[config.mk]
export PLATFORM = sky130hd
export DESIGN_NAME = alu_issue
export DESIGN_NICKNAME = d
export VERILOG_FILES = /design/src/rtl/alu_issue_pkg.sv /design/src/rtl/alu_decode.sv /design/src/rtl/alu_issue.sv
export SDC_FILE = /design/constraint.sdc
export NUM_CORES = 1
export LEC_CHECK = 0
export CAP_MARGIN = 25
export CORE_MARGIN = 1
export CORE_UTILIZATION = 48
export CTS_BUF_LIST = sky130_fd_sc_hd__clkbuf_8
export DETAILED_ROUTE_END_ITERATION = 10
export PLACE_DENSITY = 0.79
export SYNTH_ARGS = -nofsm -noshare
export SYNTH_HDL_FRONTEND = slang
export SYNTH_HIERARCHICAL = 1
export SYNTH_SLANG_ARGS = --single-unit
[constraint.sdc]
create_clock -name clk -period 2.8 [get_ports clk]
set_clock_uncertainty 0.1 [all_clocks]
set_input_delay 0.28 -clock clk [delete_from_list [all_inputs] [get_ports clk]]
set_output_delay 0.28 -clock clk [all_outputs]
set_load 0.02 [all_outputs]
[src/rtl/alu_issue_pkg.sv]
// alu_issue_pkg
//   Shared types and RV32I decode constants for the ALU issue stage.
//   alu_op_t is the operation code consumed directly by the ALU.
//   XLEN defaults to the `XLEN macro (32 for RV32I) unless defined earlier.
`ifndef XLEN
`define XLEN 32
`endif

package alu_issue_pkg;

   typedef enum logic [3:0] {
      ALU_NOP  = 4'd0,
      ALU_ADD  = 4'd1,
      ALU_SLL  = 4'd2,
      ALU_SLT  = 4'd3,
      ALU_SLTU = 4'd4,
      ALU_XOR  = 4'd5,
      ALU_SRL  = 4'd6,
      ALU_SRA  = 4'd7,
      ALU_OR   = 4'd8,
      ALU_AND  = 4'd9
   } alu_op_t;

   // Major opcodes (instr[6:0])
   localparam logic [6:0] OPC_OP     = 7'b0110011;
   localparam logic [6:0] OPC_OP_IMM = 7'b0010011;
   localparam logic [6:0] OPC_LUI    = 7'b0110111;
   localparam logic [6:0] OPC_AUIPC  = 7'b0010111;

   // funct3 (instr[14:12])
   localparam logic [2:0] F3_ADD  = 3'b000;
   localparam logic [2:0] F3_SLL  = 3'b001;
   localparam logic [2:0] F3_SLT  = 3'b010;
   localparam logic [2:0] F3_SLTU = 3'b011;
   localparam logic [2:0] F3_XOR  = 3'b100;
   localparam logic [2:0] F3_SR   = 3'b101;
   localparam logic [2:0] F3_OR   = 3'b110;
   localparam logic [2:0] F3_AND  = 3'b111;

   // funct7 (instr[31:25])
   localparam logic [6:0] F7_BASE = 7'b0000000;
   localparam logic [6:0] F7_ALT  = 7'b0100000;

endpackage

[src/rtl/alu_decode.sv]
// alu_decode
//   Purely combinational RV32I integer-ALU decode: turns an instruction plus
//   its PC and register read data into ALU operands and operation.
//   Ports:
//     instr_i        32    instruction word
//     pc_i           XLEN  PC of instr_i
//     rs1_i / rs2_i  XLEN  register read data
//     a_o / b_o      XLEN  ALU operands (zero when illegal)
//     op_o           alu_op_t (ALU_NOP when illegal)
//     rd_o           5     instr_i[11:7], always passed through
//     we_o           1     writeback enable (legal and rd != x0)
//     illegal_o      1     instruction not handled here
module alu_decode
   import alu_issue_pkg::*;
#(
   parameter int XLEN = `XLEN
) (
   input  logic [31:0]     instr_i,
   input  logic [XLEN-1:0] pc_i,
   input  logic [XLEN-1:0] rs1_i,
   input  logic [XLEN-1:0] rs2_i,
   output logic [XLEN-1:0] a_o,
   output logic [XLEN-1:0] b_o,
   output alu_op_t         op_o,
   output logic [4:0]      rd_o,
   output logic            we_o,
   output logic            illegal_o
);

   logic [6:0]      opc, f7;
   logic [2:0]      f3;
   logic [XLEN-1:0] imm_i, imm_u, shamt_r, shamt_i;
   logic            unused_rs1_idx;

   assign opc = instr_i[6:0];
   assign f3  = instr_i[14:12];
   assign f7  = instr_i[31:25];

   // Size casts of signed values sign-extend (matters for XLEN > 32).
   assign imm_i   = XLEN'($signed(instr_i[31:20]));
   assign imm_u   = XLEN'($signed({instr_i[31:12], 12'b0}));
   assign shamt_r = XLEN'(rs2_i[4:0]);
   assign shamt_i = XLEN'(instr_i[24:20]);

   // Register index fields are resolved by the register file, not here.
   assign unused_rs1_idx = ^instr_i[19:15];

   always_comb begin
      a_o       = rs1_i;
      b_o       = rs2_i;
      op_o      = ALU_NOP;
      illegal_o = 1'b1;
      // All handled opcodes end in 2'b11, so a compressed/invalid low pair
      // falls through to the illegal default.
      case (opc)
         OPC_OP: begin
            if (f7 == F7_BASE) begin
               illegal_o = 1'b0;
               case (f3)
                  F3_ADD:  op_o = ALU_ADD;
                  F3_SLL:  begin op_o = ALU_SLL; b_o = shamt_r; end
                  F3_SLT:  op_o = ALU_SLT;
                  F3_SLTU: op_o = ALU_SLTU;
                  F3_XOR:  op_o = ALU_XOR;
                  F3_SR:   begin op_o = ALU_SRL; b_o = shamt_r; end
                  F3_OR:   op_o = ALU_OR;
                  default: op_o = ALU_AND;
               endcase
            end else if (f7 == F7_ALT && f3 == F3_ADD) begin
               // SUB goes to the adder with the two's complement of rs2.
               illegal_o = 1'b0;
               op_o      = ALU_ADD;
               b_o       = ~rs2_i + XLEN'(1);
            end else if (f7 == F7_ALT && f3 == F3_SR) begin
               illegal_o = 1'b0;
               op_o      = ALU_SRA;
               b_o       = shamt_r;
            end
         end
         OPC_OP_IMM: begin
            illegal_o = 1'b0;
            b_o       = imm_i;
            case (f3)
               F3_ADD:  op_o = ALU_ADD;
               F3_SLT:  op_o = ALU_SLT;
               F3_SLTU: op_o = ALU_SLTU;
               F3_XOR:  op_o = ALU_XOR;
               F3_OR:   op_o = ALU_OR;
               F3_AND:  op_o = ALU_AND;
               F3_SLL: begin
                  b_o = shamt_i;
                  if (f7 == F7_BASE) op_o = ALU_SLL;
                  else               illegal_o = 1'b1;
               end
               default: begin
                  b_o = shamt_i;
                  if (f7 == F7_BASE)     op_o = ALU_SRL;
                  else if (f7 == F7_ALT) op_o = ALU_SRA;
                  else                   illegal_o = 1'b1;
               end
            endcase
         end
         OPC_LUI: begin
            illegal_o = 1'b0;
            op_o      = ALU_ADD;
            a_o       = '0;
            b_o       = imm_u;
         end
         OPC_AUIPC: begin
            illegal_o = 1'b0;
            op_o      = ALU_ADD;
            a_o       = pc_i;
            b_o       = imm_u;
         end
         default: ;
      endcase
      // Illegal instructions present clean all-zero operands and NOP.
      if (illegal_o) begin
         a_o  = '0;
         b_o  = '0;
         op_o = ALU_NOP;
      end
   end

   assign rd_o = instr_i[11:7];
   assign we_o = !illegal_o && (rd_o != 5'd0);

endmodule

[src/rtl/alu_issue.sv]
// alu_issue
//   Issue stage in front of the integer ALU: decodes an RV32I instruction
//   and presents registered ALU operands through a valid/ready handshake.
//   One output register plus one skid entry give full throughput with a
//   registered in_ready (in_ready == skid empty).
//   Ports:
//     clk, rst                 clock, synchronous active-high reset
//     in_valid/in_ready        upstream handshake
//     in_instr, in_pc          instruction and its PC
//     in_rs1_data/in_rs2_data  register read data
//     flush                    drop everything held and incoming
//     out_valid/out_ready      downstream handshake
//     out_a/out_b/out_op       ALU operands and operation
//     out_rd/out_we            destination index and writeback enable
//     out_illegal              instruction not handled by this block
module alu_issue
   import alu_issue_pkg::*;
#(
   parameter int XLEN = `XLEN
) (
   input  logic            clk,
   input  logic            rst,
   input  logic            in_valid,
   output logic            in_ready,
   input  logic [31:0]     in_instr,
   input  logic [XLEN-1:0] in_pc,
   input  logic [XLEN-1:0] in_rs1_data,
   input  logic [XLEN-1:0] in_rs2_data,
   input  logic            flush,
   output logic            out_valid,
   input  logic            out_ready,
   output logic [XLEN-1:0] out_a,
   output logic [XLEN-1:0] out_b,
   output alu_op_t         out_op,
   output logic [4:0]      out_rd,
   output logic            out_we,
   output logic            out_illegal
);

   typedef struct packed {
      logic [XLEN-1:0] a;
      logic [XLEN-1:0] b;
      alu_op_t         op;
      logic [4:0]      rd;
      logic            we;
      logic            illegal;
   } entry_t;

   entry_t dec, out_q, out_d, skid_q, skid_d;
   logic   out_vld_q, out_vld_d, skid_vld_q, skid_vld_d, in_rdy_q, in_rdy_d;
   logic   accept, drain;

   alu_decode #(.XLEN(XLEN)) u_dec (
      .instr_i   (in_instr),
      .pc_i      (in_pc),
      .rs1_i     (in_rs1_data),
      .rs2_i     (in_rs2_data),
      .a_o       (dec.a),
      .b_o       (dec.b),
      .op_o      (dec.op),
      .rd_o      (dec.rd),
      .we_o      (dec.we),
      .illegal_o (dec.illegal)
   );

   assign accept = in_valid && in_rdy_q;
   assign drain  = !out_vld_q || out_ready;

   always_comb begin
      out_d      = out_q;
      skid_d     = skid_q;
      out_vld_d  = out_vld_q;
      skid_vld_d = skid_vld_q;
      if (flush) begin
         out_vld_d  = 1'b0;
         skid_vld_d = 1'b0;
      end else if (drain) begin
         // accept and skid_vld_q are exclusive: in_ready is low while the
         // skid holds an entry, so the older skid entry always goes first.
         if (skid_vld_q) begin
            out_d      = skid_q;
            out_vld_d  = 1'b1;
            skid_vld_d = 1'b0;
         end else if (accept) begin
            out_d     = dec;
            out_vld_d = 1'b1;
         end else begin
            out_vld_d = 1'b0;
         end
      end else if (accept) begin
         skid_d     = dec;
         skid_vld_d = 1'b1;
      end
      in_rdy_d = !skid_vld_d;
   end

   always_ff @(posedge clk) begin
      if (rst) begin
         out_q      <= '0;
         skid_q     <= '0;
         out_vld_q  <= 1'b0;
         skid_vld_q <= 1'b0;
         in_rdy_q   <= 1'b0;
      end else begin
         out_q      <= out_d;
         skid_q     <= skid_d;
         out_vld_q  <= out_vld_d;
         skid_vld_q <= skid_vld_d;
         in_rdy_q   <= in_rdy_d;
      end
   end

   assign in_ready    = in_rdy_q;
   assign out_valid   = out_vld_q;
   assign out_a       = out_q.a;
   assign out_b       = out_q.b;
   assign out_op      = out_q.op;
   assign out_rd      = out_q.rd;
   assign out_we      = out_q.we;
   assign out_illegal = out_q.illegal;

endmodule

Yosys cells after proc, flatten, opt, wreduce, memory -nomap -nowiden
Cells that the tools add are included.
{ "word_totals": {"inputBits": 133, "ff_bits": 153} }
{ "classes": {"eq_ne": 12, "n_addsub": 1, "reduce_logical": 18, "mux": 34, "n_bitwise": 3} }
{ "ops": {"columns": ["cell", "n"], "rows": [
  ["$mux 32", 7],
  ["$mux 75", 2],
  ["$pmux 32 s3", 1],
  ["$pmux 32 s2", 1],
  ["$pmux 4 s7", 2],
  ["$add 32x1->32 const B", 1],
  ["$not 32->32", 1],
  ["$eq 7x6->1 const B", 3],
  ["$mux 4", 4],
  ["$eq 7x5->1 const B", 2],
  ["$eq 3x3->1 const B", 4],
  ["$pmux 4 s3", 1],
  ["$mux 1", 11],
  ["$logic_not 7->1", 1],
  ["$eq 3x2->1 const B", 2],
  ["$mux 3", 2],
  ["$reduce_and 3->1", 2],
  ["$reduce_or 2->1", 3],
  ["$reduce_or 6->1", 1],
  ["$reduce_bool 5->1", 1],
  ["$logic_and 1x1->1", 4],
  ["$eq 3x1->1 const B", 1],
  ["$logic_not 1->1", 3],
  ["$logic_not 3->1", 1],
  ["6 further kinds", 7]
]} }

Longest topological paths before layout
Gate-level depths: netlist of run 1.
{ "depth": {"depth_word": 10, "mapped_depth": 11} }

Hierarchy
Netlist of run 1, hierarchy kept.
{ "modules_own_cells": {"columns": ["module", "cells_per_inst", "n_inst", "area_per_inst_um2"], "rows": [
  ["alu_issue", 689, 1, 7265.7],
  ["alu_decode", 434, 1, 2555.0]
]} }

Worst setup path before layout of run 1
No wires, ideal clock.
{ "synth_path": {"path_type": "input to register", "startpoint": "in in_rs2_data[26]", "endpoint": "reg out_q, in the netlist out_b[31]", "setup_time_ps": 86, "n_path_buf": 0, "slack_ps": 164, "arrival_ps": 2451, "required_time_ps": 2614, "path_stages": 7, "path_cell_list": "or4_4 or4_4 o31ai_4 mux2_4 a221oi_2 mux2i_1 a211oi_1"} }
{ "synth_rtl": {"columns": ["element", "line", "rtl"], "rows": [
  ["start: declaration", "alu_issue.sv:28", "input logic [XLEN-1:0] in_rs2_data,"],
  ["end signal: assignment", "alu_issue.sv:105", "out_q <= out_d;"],
  ["end: declaration", "alu_issue.sv:49", "entry_t dec, out_q, out_d, skid_q, skid_d;"]
]} }

==> results.json, run 1 <==
{
  "grt_pass1_vias": 9207,
  "vias": 9694,
  "yosys_warnings": 6,
  "die_h_um": 145,
  "synth_area_leader_cell": "dfxtp_1",
  "cts.path.max_buffers": 2,
  "overflow": 0,
  "die_area_sq_um": 21000,
  "initial_core_util": 0.496,
  "cts_buffers": 17,
  "syn_area_per_cell_sq_um": 8.75,
  "yosysUniqueCellTypes": 66,
  "firstDrtPassIters": 5,
  "period_minus_slack_ps": 2720,
  "placement_rows": 51,
  "pre_cts_slack_ps": -413,
  "worstSetupStartpointType": "input pin",
  "die_x_um": 145,
  "synth.area.top_cells": "dfxtp_1 (31%), mux2i_1 (16%), nand2b_1 (9.7%)",
  "io_buffers": 209,
  "cts_root_buffer": "clkbuf_8",
  "grt_max_degree": 97,
  "hold_depth": 2,
  "tritoncts": "yes",
  "postLayoutSetupSlackWorst_ps": 81.2,
  "peakVddDrop_uv": 274,
  "hp-class": "input pin to register",
  "ys_ff_latch": 153,
  "grt_pass1_wl_mm": 50.2,
  "cp_slowest_cell": "clkdlybuf4s50_1",
  "reg2reg_from": "out_valid",
  "tns_ps": 0,
  "hpwlAfterDp_mm": 22.1,
  "coreArea_sq_um": 19800,
  "rr_worst_depth": 4,
  "status": "complete, no violations",
  "fin_nets": 1524,
  "drt_first_iter_violations": 667,
  "syn-cell-area_sq_um": 9820,
  "path_cells": "clkdlybuf4s50_1, nor4_4, buf_4, nand4_1, nor3_1, buf_4, o211a_1, a2111oi_2, a21oi_1, buf_4, mux2i_1, a211oi_2",
  "synth.most_common_cell": "mux2i_1",
  "cap_violations": 0,
  "cp_top_family": "buffers and inverters",
  "final-setup-viol-count": 0,
  "cpMostUsedCell": "buf_4",
  "rsz0062_at_grt": "false",
  "r2r_end": "out_b[16]",
  "grt_use_total": 0.297,
  "r2r_slack_ps": 1010,
  "synth-edff-count": 0,
  "yosysSeqAreaShare": 0.312,
  "drc": 0,
  "cts_hold_buffers": 0,
  "syn_nets": 1257,
  "leakage_nw": 4.26,
  "yosys-top-cells-count": "mux2i_1 (155), dfxtp_1 (153), nand2b_1 (153)",
  "min_from": "rst",
  "final.period_utilization": 0.971,
  "wl_per_cell_um": 18.8,
  "synthCells": 1123,
  "hold_viol_final": 0,
  "required_ps": 3080,
  "drtAntennaViolNets": 0,
  "final_cells": 1668,
  "num_antenna_cells": 0,
  "vias_per_cell": 5.81,
  "slew_headroom": 0.406,
  "arrival_ps": 3000,
  "insertion_delay_ps": 460,
  "gp_congestion": 0.928,
  "cts_setup_buffers": 0,
  "fmaxAchievable_ghz": 0.368,
  "antenna_found_initial": 0,
  "cts_max_level": 4,
  "worstPathMaxFanout": 5,
  "final.fill_count": 1639,
  "io_pins": 210,
  "crit_type": "input pin to register",
  "drt_wl_total_mm": 31.4,
  "worst_slew_pin_slew_ps": 891,
  "yosys_most_used_dff": "dfxtp_1",
  "clkSinkCount": 153,
  "holdWs_ps": 217,
  "endpoint_kind": "register",
  "holdPathEnd": "out_op[1]",
  "dp_cells": 1636,
  "async_flop_share": 0,
  "path_buf_inv": 4,
  "final_core_utilization": 0.677,
  "cp_slowest_stage_delay_ps": 460,
  "drv_slew": 0,
  "synthToLayoutAreaGrowth_pct": 36.4,
  "drive_gt1_frac": 0.194,
  "path_clk_slew_ps": 90,
  "synth_top_area_share": 0.312,
  "powerDensity_nw_per_um2": 365
}
through the flow:
step / area, sq um / total power, mW
2_1_floorplan: 9820 / 2.74
3_3_place_gp: 13000 / 3.23
3_5_place_dp: 13000 / 3.24
4_1_cts: 13400 / 4.91
5_1_grt: 13400 / 5.08
6_report: 13400 / 4.89
cells by family (layout without fill, tap and decap cells):
kind of cell / count (synthesis) / count (layout) / share of synthesized area
AND/OR/NAND/NOR: 382 / 382 / 0.227
AO/OA/AOI/OAI: 303 / 303 / 0.231
multiplexers: 157 / 157 / 0.161
flip-flops: 153 / 153 / 0.312
buffers and inverters: 122 / 402 / 0.0636
XOR/XNOR: 5 / 5 / 0.00446
adder cells (fa/ha/maj): 1 / 1 / 0.00127
layout make-up:
type | count | area [sq um] | area share
multi-input cells | 848 | 6160 | 0.460
repair buffers | 365 | 3420 | 0.255
flip-flops and latches | 153 | 3070 | 0.229
well taps | 265 | 332 | 0.0248
clock buffers | 17 | 234 | 0.0175
clock inverters | 15 | 156 | 0.0117
inverters | 5 | 18.8 | 0.00140
cells in the final DEF (no fill, tap or decap), types with 4 or more instances in the layout:
cell type	netlist	final
nor2_1	61	61
clkbuf_8	0	17
a21oi_1	72	72
o211ai_1	5	5
nor4_1	8	8
nand3_1	8	8
a211oi_2	50	50
a211oi_1	29	29
and3_1	8	8
o21ai_0	20	20
mux2i_1	155	155
clkdlybuf4s50_1	0	207
a31oi_1	85	85
or3_1	11	11
o31ai_1	7	7
a2111oi_2	4	4
buf_12	0	13
nand4_1	4	4
inv_1	5	5
nor3b_1	33	33
nand2b_1	153	152
inv_6	0	5
nor3_1	18	18
a221oi_1	10	10
nand2_1	49	48
buf_4	10	143
dfxtp_1	153	152
what timing repair did:
| action | 4_1_cts | 5_1_grt |
|---|---|---|
| gates resized for setup | 0 | 1 |
| endpoints found under the setup margin | 0 | 2 |
| hold endpoints to repair | 0 | 0 |
worst max-delay path by stage:
| stage | depth (start not counted) | from | endpoint | slack [ps] |
|---|---|---|---|---|
| 2_1_floorplan | 7 | in_rs2_data[26] | out_b[31] | 160 |
| 3_3_place_gp | 8 | in_rs2_data[26] | out_b[31] | -390 |
| 3_5_place_dp | 8 | in_rs2_data[26] | out_b[31] | -410 |
| 4_1_cts | 8 | in_rs2_data[26] | out_b[31] | 80 |
| 5_1_grt | 10 | in_rs2_data[12] | out_b[29] | 8 |
| 6_report | 12 | in_rs2_data[4] | out_b[24] | 80 |
metal layers:
layer | part of all wire | track usage
met1 | 0.44 | 0.393
met4 | 0.021 | 0.0995
met3 | 0.068 | 0.0638
met5 | 0 | 0
met2 | 0.47 | 0.477
registers in the layout, indices dropped and copies added (netlist names):
| name | flops |
|---|---|
| in_ready | 1 |
| out_a | 32 |
| out_b | 32 |
| out_illegal | 1 |
| out_op | 4 |
| out_rd | 5 |
| out_valid | 1 |
| out_we | 1 |
| skid_q | 75 |
| skid_vld_q | 1 |
report_power, final:
group / leakage, nW / internal [mW] / switching (mW) / total [mW]
combinational: 2.82 / 0.480 / 0.458 / 0.938
sequential: 1.24 / 2.23 / 0.0326 / 2.26
clock: 0.192 / 0.734 / 0.953 / 1.69
total: 4.26 / 3.44 / 1.44 / 4.89
Power figures use the tool's default switching activity.
==> run 2, diff against run 1 <==
--- a/config.mk
+++ b/config.mk
@@ -7,10 +7,9 @@
 export LEC_CHECK = 0
 export CAP_MARGIN = 25
 export CORE_MARGIN = 1
-export CORE_UTILIZATION = 48
+export CORE_UTILIZATION = 35
 export CTS_BUF_LIST = sky130_fd_sc_hd__clkbuf_8
 export DETAILED_ROUTE_END_ITERATION = 10
-export PLACE_DENSITY = 0.79
 export SYNTH_ARGS = -nofsm -noshare
 export SYNTH_HDL_FRONTEND = slang
 export SYNTH_HIERARCHICAL = 1
==> results.json, run 2 (synthesis results as in run 1) <==
{
  "cts.path.max_buffers": 2,
  "cap_violations": 0,
  "total_power_mw": 4.93,
  "cp_slowest_cell": "clkdlybuf4s50_1",
  "ctsResizeCount": 0,
  "worst_slew_pin_slew_ps": 672,
  "leakage_nw": 4.21,
  "final.period_utilization": 0.986,
  "hold_depth": 2,
  "layout_commonest_cell": "clkdlybuf4s50_1",
  "cts_hold_buffers": 0,
  "final-setup-viol-count": 0,
  "dpl-instance-area_sq_um": 13100,
  "r2r_slack_ps": 1190,
  "worstSetupStartpointType": "input pin",
  "largest-register": "skid_q",
  "num_antenna_cells": 0,
  "drv_slew": 0,
  "rsz0062_at_grt": "false",
  "holdPathEnd": "in_ready",
  "die_h_um": 170,
  "tritoncts": "yes",
  "insertion_delay_ps": 460,
  "cts_root_buffer": "clkbuf_8",
  "grt_max_degree": 97,
  "drc": 0,
  "hold_viol_final": 0,
  "cts_setup_buffers": 0,
  "crit_type": "input pin to register",
  "cts_buffers": 17,
  "final_area_sq_um": 13500,
  "drive_gt1_frac": 0.186,
  "io_pins": 210,
  "path_cells": "clkdlybuf4s50_1, nor4_1, buf_4, and3_1, buf_4, o31ai_1, or3_1, a31oi_1, buf_4, mux2i_1, a211oi_2",
  "drt_wl_total_mm": 32.7,
  "reg2reg_from": "in_ready",
  "placement_rows": 60,
  "coreArea_sq_um": 27300,
  "largest_register_ffs": 75,
  "cp_slowest_stage_delay_ps": 550,
  "grt_use_total": 0.227,
  "clkSinkCount": 153,
  "hpwlAfterDp_mm": 22.5,
  "fin_nets": 1511,
  "cts_max_level": 4,
  "hp-class": "input pin to register",
  "final_cells": 1762,
  "peakVddDrop_uv": 245,
  "powerDensity_nw_per_um2": 366,
  "antenna_found_initial": 0,
  "grt_pass1_vias": 9285,
  "status": "complete, no violations",
  "die_x_um": 170,
  "wl_per_cell_um": 18.6,
  "overflow": 0,
  "drtAntennaViolNets": 0,
  "endpoint_kind": "register",
  "worstPathMaxFanout": 6,
  "firstDrtPassIters": 5,
  "path_clk_slew_ps": 90,
  "required_ps": 3060,
  "layout_common_cells": "clkdlybuf4s50_1 (207), mux2i_1 (155), nand2b_1 (152), dfxtp_1 (152), buf_4 (129)",
  "grt_pass1_wl_mm": 51.4,
  "fmaxAchievable_ghz": 0.362,
  "rr_worst_depth": 4,
  "synthToLayoutAreaGrowth_pct": 37.0,
  "arrival_ps": 3030,
  "die_area_sq_um": 28700,
  "cpMostUsedCell": "buf_4",
  "dp_cells": 1730,
  "vias": 9530,
  "initial_core_util": 0.360,
  "slew_headroom": 0.552,
  "r2r_end": "out_a[18]",
  "min_from": "rst",
  "period_minus_slack_ps": 2760,
  "drt_first_iter_violations": 674,
  "gp_congestion": 0.947,
  "io_buffers": 209,
  "vias_per_cell": 5.41
}
==> run 2: changes by cell type in the layout (fill, tap and decap cells not counted), sizes merged <==
| cell | previous run | this run |
|---|---|---|
| clkinvlp | 3 | 2 |
| buf | 158 | 145 |
| inv | 13 | 14 |
==> run 2: worst max-delay path: cells and delay by family <==
family / cells / cell delay [ps]
mux: 1 / 70
simple gates: 3 / 920
buf+inv: 4 / 1100
compound gates: 3 / 670
==> run 2: layout make-up <==
type / count / area (sq um)
fillers: 2620 / 13800
multi-input cells: 848 / 6170
repair buffers: 352 / 3340
flip-flops and latches: 153 / 3070
well taps: 372 / 465
clock buffers: 17 / 234
clock inverters: 15 / 160
inverters: 5 / 18.8
==> run 2: worst max path at each step <==
stage	startpoint	endpoint	slack [ps]	cells past startpoint
4_1_cts	in_rs2_data[27]	out_b[31]	60	8
6_report	in_instr[26]	out_b[14]	40	11
2_1_floorplan	in_rs2_data[26]	out_b[31]	160	7
5_1_grt	in_instr[26]	out_b[18]	3	12
3_3_place_gp	in_rs2_data[26]	out_b[31]	-410	8
3_5_place_dp	in_rs2_data[27]	out_b[31]	-420	8
==> run 2: where the power goes <==
part,internal [mW],total [mW],switching [mW],leakage (nW)
Clock,0.741,1.71,0.967,0.198
Sequential,2.23,2.26,0.0346,1.24
Combinational,0.489,0.955,0.465,2.77
Total,3.46,4.93,1.47,4.21
==> run 2: metal layers <==
layer  up-vias  wire length (um)  track usage
met4         0               440       0.0576
met2       281             15000        0.364
met5         -                 0            0
met3        36              1860       0.0434
met1      4576             15400        0.309
li1       4637                 -            -
==> run 2: stage by stage <==
stage	hold WS, ps	utilization	setup TNS (ps)	setup slack, ps
after detailed placement	365	0.479	-18950	-419
after CTS	191	0.493	0	56.6
after global routing	193	0.494	0	2.65
after floorplan	258	-	0	164
final	212	0.494	0	39.7
after global placement	357	0.479	-17470	-409
==> RTL edit, RTL diff (flow settings as in run 1) <==
Make the reset (`rst`) asynchronous in one clocked block. Comments in the files are not updated.
--- a/src/rtl/alu_issue.sv
+++ b/src/rtl/alu_issue.sv
@@ -95,5 +95,5 @@
    end
 
-   always_ff @(posedge clk) begin
+   always_ff @(posedge clk or posedge rst) begin
       if (rst) begin
          out_q      <= '0;
Check against the original RTL: differs if rst is asserted again (counterexample within 4 cycles, from zero or initial values and one cycle with rst high); with rst held inactive, the same outputs for 4 cycles.
==> RTL edit against run 1 <==
Wire length fell by 11%; first-iteration DRC count fell by 27%; sequential cell count did not move; synthesized area fell by 4.0%; power rose by 0.89%; highest routed layer unchanged; critical endpoint is now out_b[28]; design area fell by 2.6%; cell count fell by 13%; worst setup slack got worse by 46 ps.
==> RTL edit: results (changes against run 1) <==
- Worst-Margin Slew: 640 ps (-251 ps)
- Post-detail-place hpwl: 20400 um (-7.7%)
- Total GRT Usage: 28.8% (-0.88 points)
- Initial DRC Count: 486 (-27%)
- GRT met1 Usage: 37.3% (-2.0 points)
- Crit path DAT: 3010 ps (about the same)
- Compound-Gate Fraction of Synth Area: 11.2% (-12 points)
- Mux contribution to synthesized area: 28.7% (+13 points)
- First-pass GRT wire length: 44600 um (-11%)
- Synth cell types: 77 (+17%)
- Area contributors post-synth: dfrtp_1, mux2_2, mux2_1
- Syn Nets: 1005 (-20%)
- Post-Route WL: 28100 um (-11%)
- Switching pwr: 0.00131 W (-9.4%)
- Total number of vias: 8274 (-15%)
- Worst Path Max Fanout: 2 (-3)
- Met3 WL: 2290 um (+7.3%)
- Max incr delay on CP: 550 ps (+90 ps)
- CP max stage cell: or4_4
- Met2 usage: 47.4% (-0.25 points)
- Top post-synthesis cells by count: mux2_2, dfrtp_1, a21oi_1
- Outcome: complete, no violations
- Nets: 1307 (-14%)
- Max VDD drop: 0.300 mV (+9.5%)
- Pre-CTS WS: -514 ps (-100 ps)
- Post-synth top flop: dfrtp_1
- Clock group: 0.00181 W (+7%)
- Post-synth ARST share: 100% (+100 points)
- Largest net degree at the start of global routing: 108 (+11%)
-- RTL edit: area by class of cell --
cell class	count	area [um^2]	share of cell area (%)
clock inverters	14	173	1.32
flip-flops and latches	153	3830	29.4
clock buffers	18	248	1.90
multi-input cells	641	5160	39.6
well taps	260	325	2.49
inverters	10	41.3	0.317
repair buffers	350	3260	25.0
-- RTL edit: final timing paths --
check	slack [ps]	endpoint	depth (start not counted)
min in group clk	390	skid_q[7]	1
max in group asynchronous	1830	skid_vld_q	3
hold reg to reg	390	skid_q[7]	1
setup reg to reg	740	out_a[14]	4
hold / removal	190	out_a[22]	3
setup / recovery	40	out_b[28]	8
-- RTL edit: critical path, delay by kind of cell --
| family | cells | cell delay, ps |
|---|---|---|
| AND/OR/NAND/NOR | 2 | 860 |
| AO/OA/AOI/OAI | 2 | 800 |
| multiplexers | 3 | 640 |
| buffers and inverters | 1 | 430 |
